[src/rtl/fetch_pkg.sv]
// -----------------------------------------------------------------------------
// fetch_pkg
//   Shared defaults and small types for the PC/fetch unit.
//   - ADDR_W_DEF / DATA_W_DEF : default PC and instruction widths
//   - RESET_VEC_DEF           : PC value held while fetch is disabled
//   - PC_STEP_DEF             : sequential PC increment in bytes
//   - STALL_W_DEF / DEPTH_DEF : stall vector width, in-flight + buffered limit
//   - ce_e                    : fetch-enable encoding (ChipDisable/ChipEnable)
//   - NoStop                  : value of a stall bit that lets fetch proceed
// -----------------------------------------------------------------------------
package fetch_pkg;

   localparam int unsigned ADDR_W_DEF    = 32;
   localparam int unsigned DATA_W_DEF    = 32;
   localparam logic [31:0] RESET_VEC_DEF = 32'h0040_0000;
   localparam int unsigned PC_STEP_DEF   = 4;
   localparam int unsigned STALL_W_DEF   = 6;
   localparam int unsigned DEPTH_DEF     = 4;

   typedef enum logic {
      ChipDisable = 1'b0,
      ChipEnable  = 1'b1
   } ce_e;

   localparam logic NoStop = 1'b0;

endpackage

[src/rtl/sync_fifo.sv]
// -----------------------------------------------------------------------------
// sync_fifo
//   Single-clock FIFO with synchronous clear. Head word is read
//   combinationally from the storage array, so a word written on one edge is
//   visible at data_o in the following cycle.
// Ports
//   clk      in   1      clock, rising edge
//   rst      in   1      synchronous reset of pointers/count, active-high
//   push_i   in   1      write data_i (ignored when full or clearing)
//   pop_i    in   1      drop head word (ignored when empty or clearing)
//   clear_i  in   1      empty the FIFO; overrides push and pop
//   data_i   in   WIDTH  write data
//   data_o   out  WIDTH  head word (undefined content when empty)
//   count_o  out  CW     number of stored words
//   full_o   out  1      count_o == DEPTH
//   empty_o  out  1      count_o == 0
// -----------------------------------------------------------------------------
module sync_fifo #(
   parameter  int unsigned WIDTH = 32,
   parameter  int unsigned DEPTH = 4,
   localparam int unsigned AW    = $clog2(DEPTH),
   localparam int unsigned CW    = AW + 1
) (
   input  logic             clk,
   input  logic             rst,
   input  logic             push_i,
   input  logic             pop_i,
   input  logic             clear_i,
   input  logic [WIDTH-1:0] data_i,
   output logic [WIDTH-1:0] data_o,
   output logic [CW-1:0]    count_o,
   output logic             full_o,
   output logic             empty_o
);

   logic [WIDTH-1:0] mem_q [DEPTH];
   logic [AW-1:0]    wr_ptr_q, wr_ptr_d;
   logic [AW-1:0]    rd_ptr_q, rd_ptr_d;
   logic [CW-1:0]    cnt_q, cnt_d;
   logic             do_push, do_pop;

   assign full_o  = (cnt_q == CW'(DEPTH));
   assign empty_o = (cnt_q == '0);
   assign count_o = cnt_q;
   assign data_o  = mem_q[rd_ptr_q];

   assign do_push = push_i & ~full_o & ~clear_i;
   assign do_pop  = pop_i & ~empty_o & ~clear_i;

   always_comb begin
      wr_ptr_d = wr_ptr_q;
      rd_ptr_d = rd_ptr_q;
      cnt_d    = cnt_q;
      if (clear_i) begin
         wr_ptr_d = '0;
         rd_ptr_d = '0;
         cnt_d    = '0;
      end else begin
         if (do_push) wr_ptr_d = wr_ptr_q + AW'(1);
         if (do_pop)  rd_ptr_d = rd_ptr_q + AW'(1);
         // Push and pop in the same cycle leave the count unchanged.
         cnt_d = cnt_q + CW'(do_push) - CW'(do_pop);
      end
   end

   always_ff @(posedge clk) begin
      if (rst) begin
         wr_ptr_q <= '0;
         rd_ptr_q <= '0;
         cnt_q    <= '0;
      end else begin
         wr_ptr_q <= wr_ptr_d;
         rd_ptr_q <= rd_ptr_d;
         cnt_q    <= cnt_d;
      end
   end

   // Storage carries no reset; validity is tracked by the pointers only.
   always_ff @(posedge clk) begin
      if (do_push) mem_q[wr_ptr_q] <= data_i;
   end

endmodule

[src/rtl/pc_fetch_unit.sv]
// -----------------------------------------------------------------------------
// pc_fetch_unit
//   Holds the fetch PC, applies flush/branch/stall redirects, issues pipelined
//   instruction-memory requests (req/gnt, in-order rvalid), discards responses
//   that belong to requests issued before a redirect, and buffers {pc,inst}
//   pairs for decode through a valid/ready interface.
// Ports
//   clk/rst           clock (rising edge), synchronous active-high reset
//   stall             stall vector; bit 0 freezes fetch
//   flush, new_pc     highest-priority redirect and its target
//   branch_flag_i     taken branch from decode (ignored while stall[0]=1)
//   branch_target_i   branch target
//   ce_o              fetch enable, rises the cycle after rst falls
//   pc_o              PC of the next request to issue
//   imem_req_o/_addr_o/_gnt_i       request handshake (addr = pc_o)
//   imem_rvalid_i/_rdata_i          in-order responses
//   inst_valid_o/inst_o/inst_pc_o   buffered head instruction and its PC
//   inst_ready_i      decode consumes head when valid & ready
// -----------------------------------------------------------------------------
module pc_fetch_unit
   import fetch_pkg::*;
#(
   parameter int unsigned       ADDR_W    = ADDR_W_DEF,
   parameter int unsigned       DATA_W    = DATA_W_DEF,
   parameter logic [ADDR_W-1:0] RESET_VEC = ADDR_W'(RESET_VEC_DEF),
   parameter int unsigned       PC_STEP   = PC_STEP_DEF,
   parameter int unsigned       STALL_W   = STALL_W_DEF,
   parameter int unsigned       DEPTH     = DEPTH_DEF
) (
   input  logic               clk,
   input  logic               rst,
   input  logic [STALL_W-1:0] stall,
   input  logic               flush,
   input  logic [ADDR_W-1:0]  new_pc,
   input  logic               branch_flag_i,
   input  logic [ADDR_W-1:0]  branch_target_i,
   output logic               ce_o,
   output logic [ADDR_W-1:0]  pc_o,
   output logic               imem_req_o,
   output logic [ADDR_W-1:0]  imem_addr_o,
   input  logic               imem_gnt_i,
   input  logic               imem_rvalid_i,
   input  logic [DATA_W-1:0]  imem_rdata_i,
   output logic               inst_valid_o,
   output logic [DATA_W-1:0]  inst_o,
   output logic [ADDR_W-1:0]  inst_pc_o,
   input  logic               inst_ready_i
);

   localparam int unsigned CW = $clog2(DEPTH) + 1;
   localparam int unsigned SW = CW + 2;

   ce_e               ce_q, ce_d;
   logic [ADDR_W-1:0] pc_q, pc_d;
   logic [CW-1:0]     out_q, out_d;     // granted, response still owed, live
   logic [CW-1:0]     drop_q, drop_d;   // granted before a redirect, to discard

   logic              ce_on, fetch_stall, branch_take, redirect;
   logic              credit_ok, grant, rsp_live, rsp_drop, inst_pop;

   logic [ADDR_W-1:0] a_head;
   logic [CW-1:0]     a_cnt, b_cnt;
   logic              a_full, a_empty, b_full, b_empty;
   logic [ADDR_W+DATA_W-1:0] b_head;

   assign ce_on       = (ce_q == ChipEnable);
   assign fetch_stall = (stall[0] != NoStop);
   assign branch_take = branch_flag_i & ~fetch_stall;
   assign redirect    = ce_on & (flush | branch_take);

   // Stale responses still occupy memory-side slots, so they count against
   // the credit alongside live requests and buffered instructions.
   assign credit_ok = (SW'(out_q) + SW'(drop_q) + SW'(b_cnt)) < SW'(DEPTH);

   assign imem_req_o  = ce_on & ~fetch_stall & ~flush & ~branch_flag_i & credit_ok;
   assign imem_addr_o = pc_q;
   assign pc_o        = pc_q;
   assign ce_o        = ce_on;
   assign grant       = imem_req_o & imem_gnt_i;

   // Stale responses are always older than live ones, so they are consumed
   // first. A response with nothing owed (e.g. after rst) is ignored.
   assign rsp_drop = imem_rvalid_i & (drop_q != '0);
   assign rsp_live = imem_rvalid_i & (drop_q == '0) & (out_q != '0);

   assign inst_valid_o = ~b_empty;
   assign inst_pop     = inst_valid_o & inst_ready_i & ~redirect;
   assign {inst_pc_o, inst_o} = b_head;

   always_comb begin
      ce_d   = ChipEnable;
      pc_d   = pc_q;
      out_d  = out_q;
      drop_d = drop_q;

      if (!ce_on)           pc_d = RESET_VEC;
      else if (flush)       pc_d = new_pc;
      else if (branch_take) pc_d = branch_target_i;
      else if (grant)       pc_d = pc_q + ADDR_W'(PC_STEP);

      if (redirect) begin
         // Everything still owed becomes stale. Pending drops are kept so that
         // back-to-back redirects do not let old responses through.
         out_d  = '0;
         drop_d = drop_q + out_q - CW'(rsp_drop | rsp_live);
      end else begin
         out_d  = out_q + CW'(grant) - CW'(rsp_live);
         drop_d = drop_q - CW'(rsp_drop);
      end
   end

   always_ff @(posedge clk) begin
      if (rst) begin
         ce_q   <= ChipDisable;
         pc_q   <= RESET_VEC;
         out_q  <= '0;
         drop_q <= '0;
      end else begin
         ce_q   <= ce_d;
         pc_q   <= pc_d;
         out_q  <= out_d;
         drop_q <= drop_d;
      end
   end

   // PCs of live outstanding requests, in issue order.
   sync_fifo #(.WIDTH(ADDR_W), .DEPTH(DEPTH)) u_addr_fifo (
      .clk     (clk),
      .rst     (rst),
      .push_i  (grant),
      .pop_i   (rsp_live),
      .clear_i (redirect),
      .data_i  (pc_q),
      .data_o  (a_head),
      .count_o (a_cnt),
      .full_o  (a_full),
      .empty_o (a_empty)
   );

   // {pc, instruction} pairs waiting for decode.
   sync_fifo #(.WIDTH(ADDR_W + DATA_W), .DEPTH(DEPTH)) u_inst_buf (
      .clk     (clk),
      .rst     (rst),
      .push_i  (rsp_live & ~redirect),
      .pop_i   (inst_pop),
      .clear_i (redirect),
      .data_i  ({a_head, imem_rdata_i}),
      .data_o  (b_head),
      .count_o (b_cnt),
      .full_o  (b_full),
      .empty_o (b_empty)
   );

   logic unused_ok;
   assign unused_ok = &{1'b0, a_cnt, a_full, a_empty, b_full, stall};

endmodule

[config.mk]
export PLATFORM = sky130hd
export DESIGN_NAME = pc_fetch_unit
export DESIGN_NICKNAME = d
export VERILOG_FILES = /design/src/rtl/fetch_pkg.sv /design/src/rtl/sync_fifo.sv /design/src/rtl/pc_fetch_unit.sv
export SDC_FILE = /design/constraint.sdc
export NUM_CORES = 1
export LEC_CHECK = 0
export ABC_CLOCK_PERIOD_IN_PS = 4500
export CAP_MARGIN = 30
export CORE_UTILIZATION = 25
export CTS_CLUSTER_DIAMETER = 150
export DETAILED_ROUTE_END_ITERATION = 8
export GPL_ROUTABILITY_DRIVEN = 0
export PLACE_DENSITY = 0.42
export SLEW_MARGIN = 25
export SYNTH_ARGS = -nofsm -noshare
export SYNTH_HDL_FRONTEND = slang
export SYNTH_SLANG_ARGS = --single-unit
[constraint.sdc]
create_clock -name clk -period 4.5 [get_ports clk]
set_clock_uncertainty 0.05 [all_clocks]
set_input_delay 1.35 -clock clk [delete_from_list [all_inputs] [get_ports clk]]
set_output_delay 1.35 -clock clk [all_outputs]
set_load 0.02 [all_outputs]
=== Word level (Yosys, flattened, before mapping) ===
Memories as Yosys holds them, arrays and structs flattened. A register that Yosys moved wholly into a read port is not among the register bits.
Cells that the tools add are included.

* Memories kept: 2
* Register bits after elaboration: 53
* Logic and storage cells: 84
* Bits of input ports: 109
* RAM bits: 384
* Output and inout port bits: 131

* $add $sub $neg: 16
* $lt $le $gt $ge: 1
* Bitwise operators: 32
* Mux-type cells: 13
* Reduce and logical (&&, ||, !) cells: 8
* Equal/unequal tests: 2

{| class="wikitable"
|+ Memory list
! name !! depth !! width !! rd ports !! clocked after Yosys merged registers in !! write ports !! line !! source
|-
| u_inst_buf.mem_q || 4 || 64 || 1 || 1 || 1 || sync_fifo.sv:36 || <nowiki>logic [WIDTH-1:0] mem_q [DEPTH];</nowiki>
|-
| u_addr_fifo.mem_q || 4 || 32 || 1 || 1 || 1 || sync_fifo.sv:36 ||
|}

{| class="wikitable"
|+ Operators with widths
! cell !! count
|-
| 32-bit two-way mux || 3
|-
| 32-bit by 3-bit adder with 32-bit output (second input constant) || 1
|-
| 1-bit AND || 21
|-
| 3-bit by 1-bit subtractor with 3-bit output || 5
|-
| 3-bit by 1-bit adder with 3-bit output || 3
|-
| 3-bit zero test || 3
|-
| 1-bit NOT || 9
|-
| 3-bit nonzero test || 3
|-
| 2-bit by 1-bit adder with 2-bit output (second input constant) || 4
|-
| 2-bit two-way mux || 4
|-
| 3-bit == test (second input constant) || 2
|-
| 4-bit by 3-bit adder with 5-bit output || 1
|-
| 5-bit by 3-bit < comparator with 1-bit output (second input constant) || 1
|-
| 1-bit two-way mux || 5
|-
| 3-bit by 3-bit adder with 4-bit output || 1
|-
| 2-bit OR reduction || 2
|-
| 3-bit adder || 1
|-
| 3-bit two-way mux || 1
|-
| 1-bit bitwise OR || 2
|}

=== Depth between registers and ports, before layout ===
Gate-level depths: netlist of the first run.

* Word-level depth: 10
* Mapped depth: 17
* Mapped depth without buffers: 16

=== By module ===
From an unflattened synthesis of the first run, not the netlist that was laid out.

* Cell total of the unflattened synthesis: 1,033
* Area, all modules: 18,056.1 um^2

{| class="wikitable"
|+ Modules (own cells, without submodules)
! module !! area an instance (um^2) !! sequential area each (um^2) !! cells each !! times used
|-
| sync_fifo at u_inst_buf || 9,720.6 || 7,867.5 || 387 || 1
|-
| sync_fifo at u_addr_fifo || 5,117.4 || 4,023.9 || 217 || 1
|-
| pc_fetch_unit || 3,218.1 || 780.7 || 429 || 1
|}

=== Worst setup path before layout of the first run ===
No wires, ideal clock.

* Kind: input to register
* From: input branch_flag_i
* To: memory u_inst_buf.mem_q[1][0] in the netlist's numbering (enable)
* Path buffers: 2
* Data required time: 4.021 ns
* Library setup time: 0.429 ns
* Arrival time: 4.005 ns
* Slack: 0.016 ns
* Stages: 7
* Path through: nor2b_1 -> clkbuf_1 -> o21ai_0 -> clkbuf_1 -> nand2_1 -> a21oi_2 -> and2_1

* Cells in the longest elaborated chain, start to end: 9

{| class="wikitable"
|+ RTL lines
! item !! line !! source
|-
| start: declaration || pc_fetch_unit.sv:35 || <nowiki>input logic branch_flag_i,</nowiki>
|-
| 1-bit AND (*) || pc_fetch_unit.sv:68 || <nowiki>assign branch_take = branch_flag_i & ~fetch_stall;</nowiki>
|-
| 1-bit bitwise OR (*) || pc_fetch_unit.sv:69 || <nowiki>assign redirect = ce_on & (flush | branch_take);</nowiki>
|-
| 1-bit AND (*) || pc_fetch_unit.sv:69 ||
|-
| 1-bit NOT (*) || sync_fifo.sv:47, pc_fetch_unit.sv:144 ||
|-
| 1-bit AND || pc_fetch_unit.sv:144 || <nowiki>.push_i (rsp_live & ~redirect),</nowiki>
|-
| 1-bit AND || sync_fifo.sv:47 || <nowiki>assign do_push = push_i & ~full_o & ~clear_i;</nowiki>
|-
| 1-bit AND (*) || sync_fifo.sv:47 ||
|-
| named net u_inst_buf.do_push || sync_fifo.sv:40 || <nowiki>logic do_push, do_pop;</nowiki>
|-
| 1-bit two-way mux (*) || sync_fifo.sv:80 || <nowiki>if (do_push) mem_q[wr_ptr_q] <= data_i;</nowiki>
|-
| 1-bit two-way mux (not written as such) (*) || sync_fifo.sv:80 ||
|-
| end: declaration || sync_fifo.sv:36 ||
|}

Mark *: on every way through the listed nets, which the timed path passes. The rest lies on a longest branch.

=== Worst setup path after layout of the first run ===
* From: register out_q[2]
* To: output imem_req_o

* Cells in the longest elaborated chain, start to end: 4

{| class="wikitable"
|+ RTL lines
! item !! line !! source
|-
| start: declaration || pc_fetch_unit.sv:55 || <nowiki>logic [CW-1:0] out_q, out_d;</nowiki>
|-
| start signal: assignment || pc_fetch_unit.sv:121 || <nowiki>out_q <= out_d;</nowiki>
|-
| 3-bit by 3-bit adder with 4-bit output || pc_fetch_unit.sv:73 || <nowiki>assign credit_ok = (SW'(out_q) + SW'(drop_q) + SW'(b_cnt)) < SW'(DEPTH);</nowiki>
|-
| 4-bit by 3-bit adder with 5-bit output || pc_fetch_unit.sv:73 ||
|-
| 5-bit by 3-bit < comparator with 1-bit output || pc_fetch_unit.sv:73 ||
|-
| 1-bit AND || pc_fetch_unit.sv:75 || <nowiki>assign imem_req_o = ce_on & ~fetch_stall & ~flush & ~branch_flag_i & credit_ok;</nowiki>
|-
| end: declaration || pc_fetch_unit.sv:39 || <nowiki>output logic imem_req_o,</nowiki>
|}

No other way between the ends.

==> results by group, run 1 <==
Timing
  • Hold Vio Cnt, Final: 0
  • Worst-margin pin slew: 0.8801 ns
  • Crit share post-route: 0.9518
  • Peak Freq: about 230 MHz
  • RSZ-0062 raised after global routing: no
  • Fin. max-slew vios: 0
  • Endpoints failing setup: 0
  • Fin Hold WS: roughly 0.47 ns
  • Worst rel slew slack: 0.4133
  • Setup_tns: 0 ns
  • Final period demand of the worst path: 4.283 ns

Clocking
  • Cts bufs inserted: 52
  • Clk buf depth: 3
  • Worst-path clk slew: roughly 0.060 ns
  • Hold_buf cts: 0
  • Post-CTS Repair Setup Buffers: 0
  • H-tree depth: 2
  • TritonCTS Sinks: roughly 440
  • CTS tree: yes
  • Clk root buf: clkbuf_16
  • Skew-Pair Late Insertion Delay: 0.59 ns

Synth
  • Mapped Nets: 1144
  • Synth area leaders: edfxtp_1 65%, mux4_2 12%, dfxtp_1 6.4%
  • Synth top area share: 0.6481
  • Cell area after synthesis: 17790 um2
  • Post-synthesis cell type count: 64
  • Sequential share of the synthesized area: 0.7123
  • Ys async rst share: 0
  • Leading area contributor after synthesis: edfxtp_1
  • Main synth FF type: edfxtp_1
  • Cell count after synthesis: 1005
  • Ys Warns: 0
  • Flops & latches, synth: 441
  • Syn Area/Cell: 17.70 um2
  • EDFF count, synth: 384

Cells and area
  • Util after Layout: 0.3299
  • Share of post-route cells with drive strength above 1: 0.1943
  • Final Instance Count excl. Fillers: 2247
  • Most frequent cells in the layout: 384 x edfxtp_1, 232 x clkdlybuf4s50_1, 96 x mux4_2
  • N_diodes: 0
  • Synth-to-Final Area Change: 30.30%
  • Sequential Area: 12690 um2
  • Nets: 1406
  • FILL cells: slightly below 7000
  • Commonest non-fill, non-tap cell in the layout: edfxtp_1
  • Multi-input gate area: ~4600 um2

Worst setup path
  • Crit path launch: out_q[2]$_SDFF_PP0_
  • Crit path max fanout: 4
  • Worst setup EP type: primary output
  • Slowest CP cell: fa_1
  • Critical Path RT: slightly above 3 ns
  • CP Data Arrival Time: about 2.9 ns
  • R2R depth: 16
  • Slowest stage delay, CP: 0.53 ns
  • WS Path Type: reg -> out
  • Startpoint Class: flop
  • Reg2Reg Setup Slack: about 0.79 ns
  • FF-to-FF Start: out_q[2]$_SDFF_PP0_
  • Critical path cell sequence: inv_1 > fa_1 > inv_1 > fa_1 > nor2_4 > o211ai_4 > nor3b_2 > buf_2
  • Crit path to: imem_req_o
  • R2r endpoint: out_q[2]$_SDFF_PP0_

Global route
  • Global route overflow: 0
  • First-pass GRT wire length: between 70000 and 80000 um
  • Vias in the first global route: 10430
  • Largest net degree at the start of global routing: 53
  • Initial antenna violation count: 3
  • Total track usage: 0.1346

Route
  • Initial drt markers: 564
  • Total iterations of the first detailed-routing run: 5
  • Per-cell routed wire length: 21.51 um
  • Drt via density: 4.437
  • Drc violations: 0
  • Routed Wire Length: roughly 48000 um
  • Post-route antenna net violation count: 0
  • Total number of vias: around 10000

Worst hold path
  • Worst hold path class: reg -> reg

Die
  • Die Span Y: 268.8 um
  • CORE AREA: around 70000 um2
  • Die width: 268.8 um
  • I/O pin count: 240
  • Initial Util: 0.2532
  • Full die area: 72230 um2
  • Num rows: 97

Power and ir drop
  • Power, Total: 0.009161 W
  • Leakage: 7.301 nW
  • Worst IR Drop VDD: 0.0002606 V
  • P per Cell Area: 395.2 nW/um2

Placement
  • Cell Count Post-Placement: 2153
  • Input/output buffers: between 200 and 250
  • Hpwl dp: 31960 um

Run status
  • Outcome: finished clean

Flow run
  • Max cap viols: 0
critical path: cells and delay by family (launching register included):
family / cells / cell delay, ns
flip-flops: 1 / 0.40
buffers and inverters: 3 / 0.36
AO/OA/AOI/OAI: 1 / 0.13
AND/OR/NAND/NOR: 2 / 0.37
adder cells (fa/ha/maj): 2 / 1.05
cells in the mapped netlist, types with 4 or more instances:
master / n
nor4_1: 4
clkbuf_1: 27
dfxtp_1: 57
buf_1: 13
xor2_1: 7
mux4_2: 96
fa_1: 7
nand4_1: 4
nand3_1: 13
and3_1: 13
and4_1: 5
nor3_1: 8
or3_1: 4
buf_4: 34
nor2_1: 45
a211oi_1: 12
nand2_1: 40
xnor2_1: 18
a21oi_1: 48
and2_1: 11
o31ai_1: 8
edfxtp_1: 384
or4_1: 6
o21ai_0: 32
inv_1: 29
ha_1: 23
per-stage QoR:
step	cell area (um2)	worst slack [ns]
after CTS	23190	0.01643
after global routing	23180	0.02708
final	23180	0.2168
after floorplan	17790	0.01581
after detailed placement	21520	0.09377
after global placement	21510	0.07892
layout make-up:
class,count,share of cell area
Clock buffer,67,0.06099
Clock inverter,27,0.01079
Inverter,30,0.004858
Multi-Input combinational cell,457,0.1991
Sequential cell,441,0.5472
Tap cell,940,0.05073
Timing Repair Buffer,285,0.1263
logic make-up (layout without fill, tap and decap cells):
group                    Yosys count  in the layout  synth area share
multiplexers                      99             99            0.1232
flip-flops                       441            441            0.7123
adder cells (fa/ha/maj)           30             30           0.02405
AND/OR/NAND/NOR                  166            166           0.04831
AO/OA/AOI/OAI                    137            137           0.04951
XOR/XNOR                          25             25           0.01231
buffers and inverters            107            409           0.03031
flip-flops by register name (all words and copies together), names as in the netlist, named ones only:
name,flops
u_inst_buf.count_o,3
u_inst_buf.mem_q,256
u_addr_fifo.rd_ptr_q,2
u_addr_fifo.count_o,3
ce_o,1
u_inst_buf.wr_ptr_q,2
out_q,3
u_addr_fifo.mem_q,128
drop_q,3
u_inst_buf.rd_ptr_q,2
imem_addr_o,32
u_addr_fifo.wr_ptr_q,2
worst min-delay path by stage:
stage | startpoint | to | slack [ns] | cells past startpoint
3_3_place_gp | u_addr_fifo.rd_ptr_q[1]$_SDFFE_PP0P_ | flop | 0.45 | 2
3_5_place_dp | u_addr_fifo.rd_ptr_q[1]$_SDFFE_PP0P_ | flop | 0.46 | 2
6_report | u_addr_fifo.rd_ptr_q[1]$_SDFFE_PP0P_ | u_addr_fifo.rd_ptr_q[1]$_SDFFE_PP0P_ | 0.47 | 2
5_1_grt | u_inst_buf.rd_ptr_q[0]$_SDFFE_PP0P_ | u_inst_buf.rd_ptr_q[0]$_SDFFE_PP0P_ | 0.53 | 2
4_1_cts | u_addr_fifo.rd_ptr_q[1]$_SDFFE_PP0P_ | u_addr_fifo.rd_ptr_q[1]$_SDFFE_PP0P_ | 0.48 | 2
2_1_floorplan | u_inst_buf.rd_ptr_q[1]$_SDFFE_PP0P_ | flop | 0.43 | 2
report_power, final:
| group | switching (W) | internal [W] | total [W] | leakage [nW] |
|---|---|---|---|---|
| Sequential | 0.0000543 | 0.00447 | 0.00452 | 3.89 |
| Combinational | 0.000294 | 0.000278 | 0.000572 | 2.60 |
| Clock | 0.00163 | 0.00244 | 0.00407 | 0.806 |
routing by layer:
layer,up-vias,GRT usage,share of wire
li1,4498,-,-
met1,5131,0.1792,0.45
met2,278,0.2216,0.48
met3,60,0.03142,0.054
met4,4,0.03087,0.015
met5,-,0,0.00064
what timing repair did:
item                                    CTS  global route
cloned                                    0             0
pin swaps                                 0             0
endpoints found under the setup margin    1             1
gates resized for setup                   5             2
No activity file was read; power rests on OpenSTA's default activity.
==> inputs of run 2 (changes only) <==
Settings changed: RECOVER_POWER set to 50.
==> run 2 against run 1 <==
Maximum frequency is 0.59% higher. Global-route usage is the same. Core utilization down 0.16 points. Wire length hardly changed. Cell area is 0.49% lower. Critical path type unchanged.
==> results by group, run 2 (synthesized netlist as in run 1, its figures left out) <==
Run status
  • Outcome: finished clean (unchanged)

Placement
  • Input/output buffers: 234 (unchanged)
  • Hpwl dp: 31960 um (unchanged)
  • Cell Area, Placed: 21520 um2 (unchanged)

Clocking
  • CTS tree: yes (unchanged)
  • Skew-Pair Late Insertion Delay: 0.59 ns (about the same)
  • Cts bufs inserted: 52 (unchanged)
  • Worst-path clk slew: 0.06 ns (about the same)
  • Hold_buf cts: 0 (unchanged)
  • Post-CTS Repair Setup Buffers: 0 (unchanged)
  • Clk root buf: clkbuf_16 (unchanged)
  • TritonCTS Sinks: 441 (unchanged)
  • H-tree depth: 2 (unchanged)
  • Clk buf depth: 3 (unchanged)

Timing
  • Hold Vio Cnt, Final: 0 (unchanged)
  • RSZ-0062 raised after global routing: no (unchanged)
  • Fin. max-slew vios: 0 (unchanged)
  • Fin Hold WS: 0.4742 ns (was 0.4729 ns)
  • Worst-margin pin slew: 1.416 ns (was 0.8801 ns)
  • Final period demand of the worst path: 4.258 ns (was 4.283 ns)
  • Endpoints failing setup: 0 (unchanged)
  • Setup_tns: 0 ns (unchanged)
  • Worst rel slew slack: 0.05467 (was 0.4133)
  • Peak Freq: 234.8 MHz (was 233.5 MHz)
  • Crit share post-route: 0.9463 (was 0.9518)

Cells and area
  • Most frequent cells in the layout: 384 x edfxtp_1, 190 x clkdlybuf4s50_1, 96 x mux4_2 (was 384 x edfxtp_1, 232 x clkdlybuf4s50_1, 96 x mux4_2)
  • Max reg flops: 256 (unchanged)
  • Synth-to-Final Area Change: 29.66% (was 30.30%)
  • Post-route cell area: 23070 um2 (was 23180 um2)
  • Share of post-route cells with drive strength above 1: 0.1760 (was 0.1943)
  • FILL cells: 6786 (was 6771)
  • Commonest non-fill, non-tap cell in the layout: edfxtp_1 (unchanged)
  • Reg with most FFs: u_inst_buf.mem_q (unchanged)
  • Util after Layout: 0.3283 (was 0.3299)
  • N_diodes: 0 (unchanged)
  • Nets: 1406 (unchanged)

Die
  • Die Span Y: 268.8 um (unchanged)
  • Full die area: 72230 um2 (unchanged)
  • Initial Util: 0.2532 (unchanged)
  • I/O pin count: 240 (unchanged)
  • CORE AREA: 70270 um2 (unchanged)
  • Die width: 268.8 um (unchanged)
  • Num rows: 97 (unchanged)

Flow run
  • Max cap viols: 0 (unchanged)

Power and ir drop
  • P per Cell Area: 396.4 nW/um2 (was 395.2 nW/um2)
  • Power, Total: 0.009145 W (was 0.009161 W)
  • Worst IR Drop VDD: 0.0002600 V (was 0.0002606 V)
  • Leakage: 7.258 nW (was 7.301 nW)

Worst setup path
  • Slowest CP cell: fa_1 (unchanged)
  • Crit-path leading delay family: adder cells (unchanged)
  • Crit path launch: out_q[2]$_SDFF_PP0_ (unchanged)
  • Slowest stage delay, CP: 0.53 ns (about the same)
  • Worst setup EP type: primary output (unchanged)
  • Startpoint Class: flop (unchanged)
  • Critical Path RT: 3.10 ns (about the same)
  • Buffers & Inverters on Critical Path: 3 (unchanged)
  • Critical path cell sequence: inv_1 > fa_1 > inv_1 > fa_1 > nor2_4 > o211ai_4 > nor3b_2 > buf_2 (unchanged)
  • FF-to-FF Start: out_q[2]$_SDFF_PP0_ (unchanged)
  • WS Path Type: reg -> out (unchanged)
  • CP Data Arrival Time: 2.86 ns (was 2.88 ns)
  • Crit path max fanout: 4 (unchanged)

Global route
  • Global route overflow: 0 (unchanged)
  • First-pass GRT wire length: 70820 um (unchanged)
  • Vias in the first global route: 10430 (unchanged)
  • Initial antenna violation count: 4 (was 3)
  • Largest net degree at the start of global routing: 53 (unchanged)
  • Total track usage: 0.1346 (unchanged)

Worst hold path
  • Worst hold path class: reg -> reg (unchanged)
  • Min-delay src: u_addr_fifo.rd_ptr_q[1]$_SDFFE_PP0P_ (unchanged)

Route
  • Total number of vias: 9945 (was 9971)
  • Drt via density: 4.426 (was 4.437)
  • Post-route antenna net violation count: 0 (unchanged)
  • Drc violations: 0 (unchanged)
  • Per-cell routed wire length: 21.52 um (was 21.51 um)
  • Routed Wire Length: 48350 um (was 48330 um)
  • Initial drt markers: 578 (was 564)
  • Total iterations of the first detailed-routing run: 5 (unchanged)
==> run 2: worst paths after layout <==
kind,end,slack [ns],depth (start not counted)
worst min register to register,u_addr_fifo.rd_ptr_q[1]$_SDFFE_PP0P_,0.47,2
worst max register to register,out_q[2]$_SDFF_PP0_,0.57,16
worst min-delay path,u_addr_fifo.rd_ptr_q[1]$_SDFFE_PP0P_,0.47,2
worst max-delay path,imem_req_o,0.24,8
==> run 2: worst register-to-register path: stages, from the launching register on <==
cell,delay (ns)
dfxtp_1,0.40
inv_1,0.09
fa_1,0.53
inv_1,0.07
fa_1,0.45
a211oi_1,0.28
nand2_1,0.18
nor3_1,0.23
inv_1,0.23
ha_1,0.33
inv_1,0.06
ha_1,0.13
inv_1,0.04
fa_1,0.37
xnor2_1,0.18
xnor2_1,0.13
nor2_1,0.05
==> run 2: repair_timing <==
action / in CTS / in global routing
gates resized for setup: 5 / 2
gates cloned: 0 / 0
endpoints found under the setup margin: 1 / 1
==> run 2: layout make-up <==
class | instances | area, um2 | share of cell area
clock buffers | 67 | 1414 | 0.06129
repair buffers | 285 | 2848 | 0.1234
well taps | 940 | 1176 | 0.05098
clock inverters | 27 | 250.2 | 0.01085
multi-input cells | 457 | 4583 | 0.1987
inverters | 30 | 112.6 | 0.004881
flip-flops and latches | 441 | 12680 | 0.5499
==> run 2: per-layer routing <==
layer | vias to the layer above | share of wire | track usage
met3 | 61 | 0.054 | 0.03142
met5 | - | 0.00064 | 0
li1 | 4490 | - | -
met2 | 278 | 0.48 | 0.2216
met1 | 5112 | 0.45 | 0.1792
met4 | 4 | 0.015 | 0.03087
==> run 2: per-stage QoR <==
step / setup slack (ns) / instances
3_5_place_dp: 0.09377 / 2153
6_report: 0.2419 / 2247
2_1_floorplan: 0.01581 / 1005
3_3_place_gp: 0.07892 / 2153
5_1_grt: 0.01764 / 2247
4_1_cts: 0.01643 / 2247
==> run 2: report_power, final <==
part	internal (W)	switching (W)	leakage (nW)
clock	0.00244	0.00163	0.806
combinational	0.000266	0.000292	2.56
sequential	0.00447	0.0000540	3.89
total	0.00717	0.00198	7.26
==> inputs of run 3 (changes only) <==
Settings changed: CORE_UTILIZATION 25 to 40, MAX_ROUTING_LAYER set to met4, PLACE_DENSITY 0.42 to 0.62.
==> run 3 against run 2 <==
The run now ends with capacitance limit, slew limit left. Cell count fell by 17%. Non-clock buffer count fell by 12. Via count down 0.50%. Worst hold slack improved by 0.012 ns. Sequential cell count unchanged.
==> results by group, run 3 (synthesized netlist as in run 1, its figures left out) <==
Cells and area
  • Most frequent cells in the layout: 384 x edfxtp_1, 192 x clkdlybuf4s50_1, 96 x mux4_2 (was 384 x edfxtp_1, 190 x clkdlybuf4s50_1, 96 x mux4_2)
  • N_diodes: 0 (unchanged)
  • Share of post-route cells with drive strength above 1: 0.1769 (was 0.1760)
  • Reg with most FFs: u_inst_buf.mem_q (unchanged)
  • Max reg flops: 256 (unchanged)
  • Commonest non-fill, non-tap cell in the layout: edfxtp_1 (unchanged)
  • FILL cells: 3606 (was 6786)
  • Synth-to-Final Area Change: 25.55% (was 29.66%)
  • Nets: 1388 (was 1406)

Worst setup path
  • R2r endpoint: u_addr_fifo.count_o[2]$_SDFF_PP0_ (was out_q[2]$_SDFF_PP0_)
  • Critical Path RT: 3.10 ns (about the same)
  • Worst setup EP type: primary output (unchanged)
  • Crit path launch: out_q[1]$_SDFF_PP0_ (was out_q[2]$_SDFF_PP0_)
  • CP Data Arrival Time: 2.92 ns (was 2.86 ns)
  • Crit path to: imem_req_o (unchanged)
  • WS Path Type: reg -> out (unchanged)
  • Reg2Reg Setup Slack: 0.82 ns (was 0.57 ns)
  • Crit path max fanout: 4 (unchanged)
  • R2R depth: 15 (was 16)
  • FF-to-FF Start: drop_q[2]$_SDFF_PP0_ (was out_q[2]$_SDFF_PP0_)
  • Startpoint Class: flop (unchanged)

Route
  • Drt via density: 5.297 (was 4.426)
  • Total iterations of the first detailed-routing run: 5 (unchanged)
  • Routed Wire Length: 41180 um (was 48350 um)
  • Total number of vias: 9895 (was 9945)
  • Drc violations: 0 (unchanged)
  • Initial drt markers: 752 (was 578)
  • Per-cell routed wire length: 22.04 um (was 21.52 um)
  • Post-route antenna net violation count: 0 (unchanged)

Timing
  • Fin. max-slew vios: 63 (was 0)
  • Final WS setup: 0.1794 ns (was 0.2419 ns)
  • Hold Vio Cnt, Final: 0 (unchanged)
  • RSZ-0062 raised after global routing: no (unchanged)
  • Endpoints failing setup: 0 (unchanged)
  • Peak Freq: 231.4 MHz (was 234.8 MHz)
  • Final period demand of the worst path: 4.321 ns (was 4.258 ns)
  • Setup_tns: 0 ns (unchanged)
  • Worst rel slew slack: -0.1498 (was 0.05467)
  • Crit share post-route: 0.9601 (was 0.9463)
  • Worst-margin pin slew: 1.722 ns (was 1.416 ns)

Die
  • Num rows: 76 (was 97)
  • Die Span Y: 212.9 um (was 268.8 um)
  • I/O pin count: 240 (unchanged)
  • Full die area: 45320 um2 (was 72230 um2)
  • CORE AREA: 43460 um2 (was 70270 um2)
  • Initial Util: 0.4094 (was 0.2532)
  • Die width: 212.9 um (was 268.8 um)

Global route
  • Global route overflow: 0 (unchanged)
  • Total track usage: 0.1899 (was 0.1346)
  • First-pass GRT wire length: 61510 um (was 70820 um)
  • Largest net degree at the start of global routing: 54 (was 53)
  • Vias in the first global route: 10030 (was 10430)
  • Initial antenna violation count: 0 (was 4)

Power and ir drop
  • Leakage: 7.150 nW (was 7.258 nW)
  • Worst IR Drop VDD: 0.0002248 V (was 0.0002600 V)
  • P per Cell Area: 396.2 nW/um2 (was 396.4 nW/um2)

Clocking
  • Skew-Pair Late Insertion Delay: 0.55 ns (was 0.59 ns)
  • CTS tree: yes (unchanged)
  • Worst-path clk slew: 0.07 ns (was 0.06 ns)
  • Cts bufs inserted: 46 (was 52)
  • H-tree depth: 2 (unchanged)
  • TritonCTS Sinks: 441 (unchanged)
  • Clk root buf: clkbuf_16 (unchanged)
  • Hold_buf cts: 0 (unchanged)
  • Post-CTS Repair Setup Buffers: 0 (unchanged)
  • Clk buf depth: 3 (unchanged)
  • Resize count post-CTS: 4 (was 5)

Placement
  • Worst slack at placement: 0.1161 ns (was 0.09377 ns)
  • Input/output buffers: 234 (unchanged)
  • Hpwl dp: 26640 um (was 31960 um)

Worst hold path
  • Min-delay src: u_inst_buf.rd_ptr_q[1]$_SDFFE_PP0P_ (was u_addr_fifo.rd_ptr_q[1]$_SDFFE_PP0P_)
  • Worst hold path class: reg -> reg (unchanged)

Flow run
  • Max cap viols: 2 (was 0)

Run status
  • Failing checks: capacitance limit, slew limit
  • Outcome: finished with violations (was finished clean)
==> run 3: changes by cell type in the layout (fill, tap and decap cells not counted), moves of 2 or more <==
| cell | change |
|---|---|
| clkdlybuf4s50_1 | +2 |
| dfxtp_2 | +2 |
| clkinvlp_4 | -4 |
| buf_2 | -2 |
| buf_4 | +7 |
| clkbuf_2 | +2 |
| buf_12 | -9 |
| clkbuf_4 | -2 |
| clkbuf_16 | -4 |
| clkbuf_1 | -11 |
| and2_4 | +4 |
| and2_0 | -2 |
| and2_1 | -2 |
| dlygate4sd3_1 | -2 |
==> run 3: cell type report <==
type                       instances  area, um2  area share
multi-input combinational        457       4603      0.2061
tap                              585      732.0     0.03277
clock buffer                      60       1289     0.05770
inverter                          30      112.6    0.005041
sequential                       441      12680      0.5678
timing repair buffer             273       2686      0.1203
clock inverter                    22      230.2     0.01031
==> run 3: through the flow <==
step	total power (W)	utilization	cells	hold WS (ns)	cell area (um2)
6_report	0.008850	0.5140	1868	0.4862	22340
3_3_place_gp	0.005150	0.4803	1786	0.4558	20870
2_1_floorplan	0.004881	-	1005	0.4347	17790
3_5_place_dp	0.005156	0.4803	1786	0.4620	20870
4_1_cts	0.008960	0.5153	1868	0.4889	22390
5_1_grt	0.009156	0.5140	1868	0.5249	22340
==> run 3: how the worst min path moves through the flow <==
stage          slack, ns  depth (start not counted)                              endpoint
2_1_floorplan       0.43                          2                                  flop
4_1_cts             0.49                          2                                  flop
3_5_place_dp        0.46                          2                                  flop
5_1_grt             0.52                          2  u_addr_fifo.wr_ptr_q[1]$_SDFFE_PP0P_
3_3_place_gp        0.46                          2                                  flop
6_report            0.49                          2   u_inst_buf.rd_ptr_q[1]$_SDFFE_PP0P_
==> run 3: where the power goes <==
group | leakage (nW) | total [W] | internal [W] | switching, W
combinational | 2.51 | 0.000536 | 0.000263 | 0.000273
clock | 0.749 | 0.00379 | 0.00230 | 0.00149
sequential | 3.89 | 0.00453 | 0.00447 | 0.0000600
==> run 3: routing by layer <==
layer / share of wire / GRT usage / vias to the layer above / wire (um)
li1: - / - / 4455 / -
met1: 0.44 / 0.2573 / 5051 / 18140
met2: 0.48 / 0.2975 / 333 / 19830
met3: 0.058 / 0.03000 / 56 / 2398
met4: 0.020 / 0.05408 / 0 / 812
met5: 0 / - / - / 0
==> run 3: worst max-delay path, stage by stage, from the launching register on <==
cell and delay (ns):
dfxtp_2 0.36, inv_1 0.10, fa_1 0.53, nor2_1 0.15
fa_1 0.47, nor2_4 0.13, o211ai_4 0.12, nor3b_2 0.22
clkdlybuf4s15_2 0.29
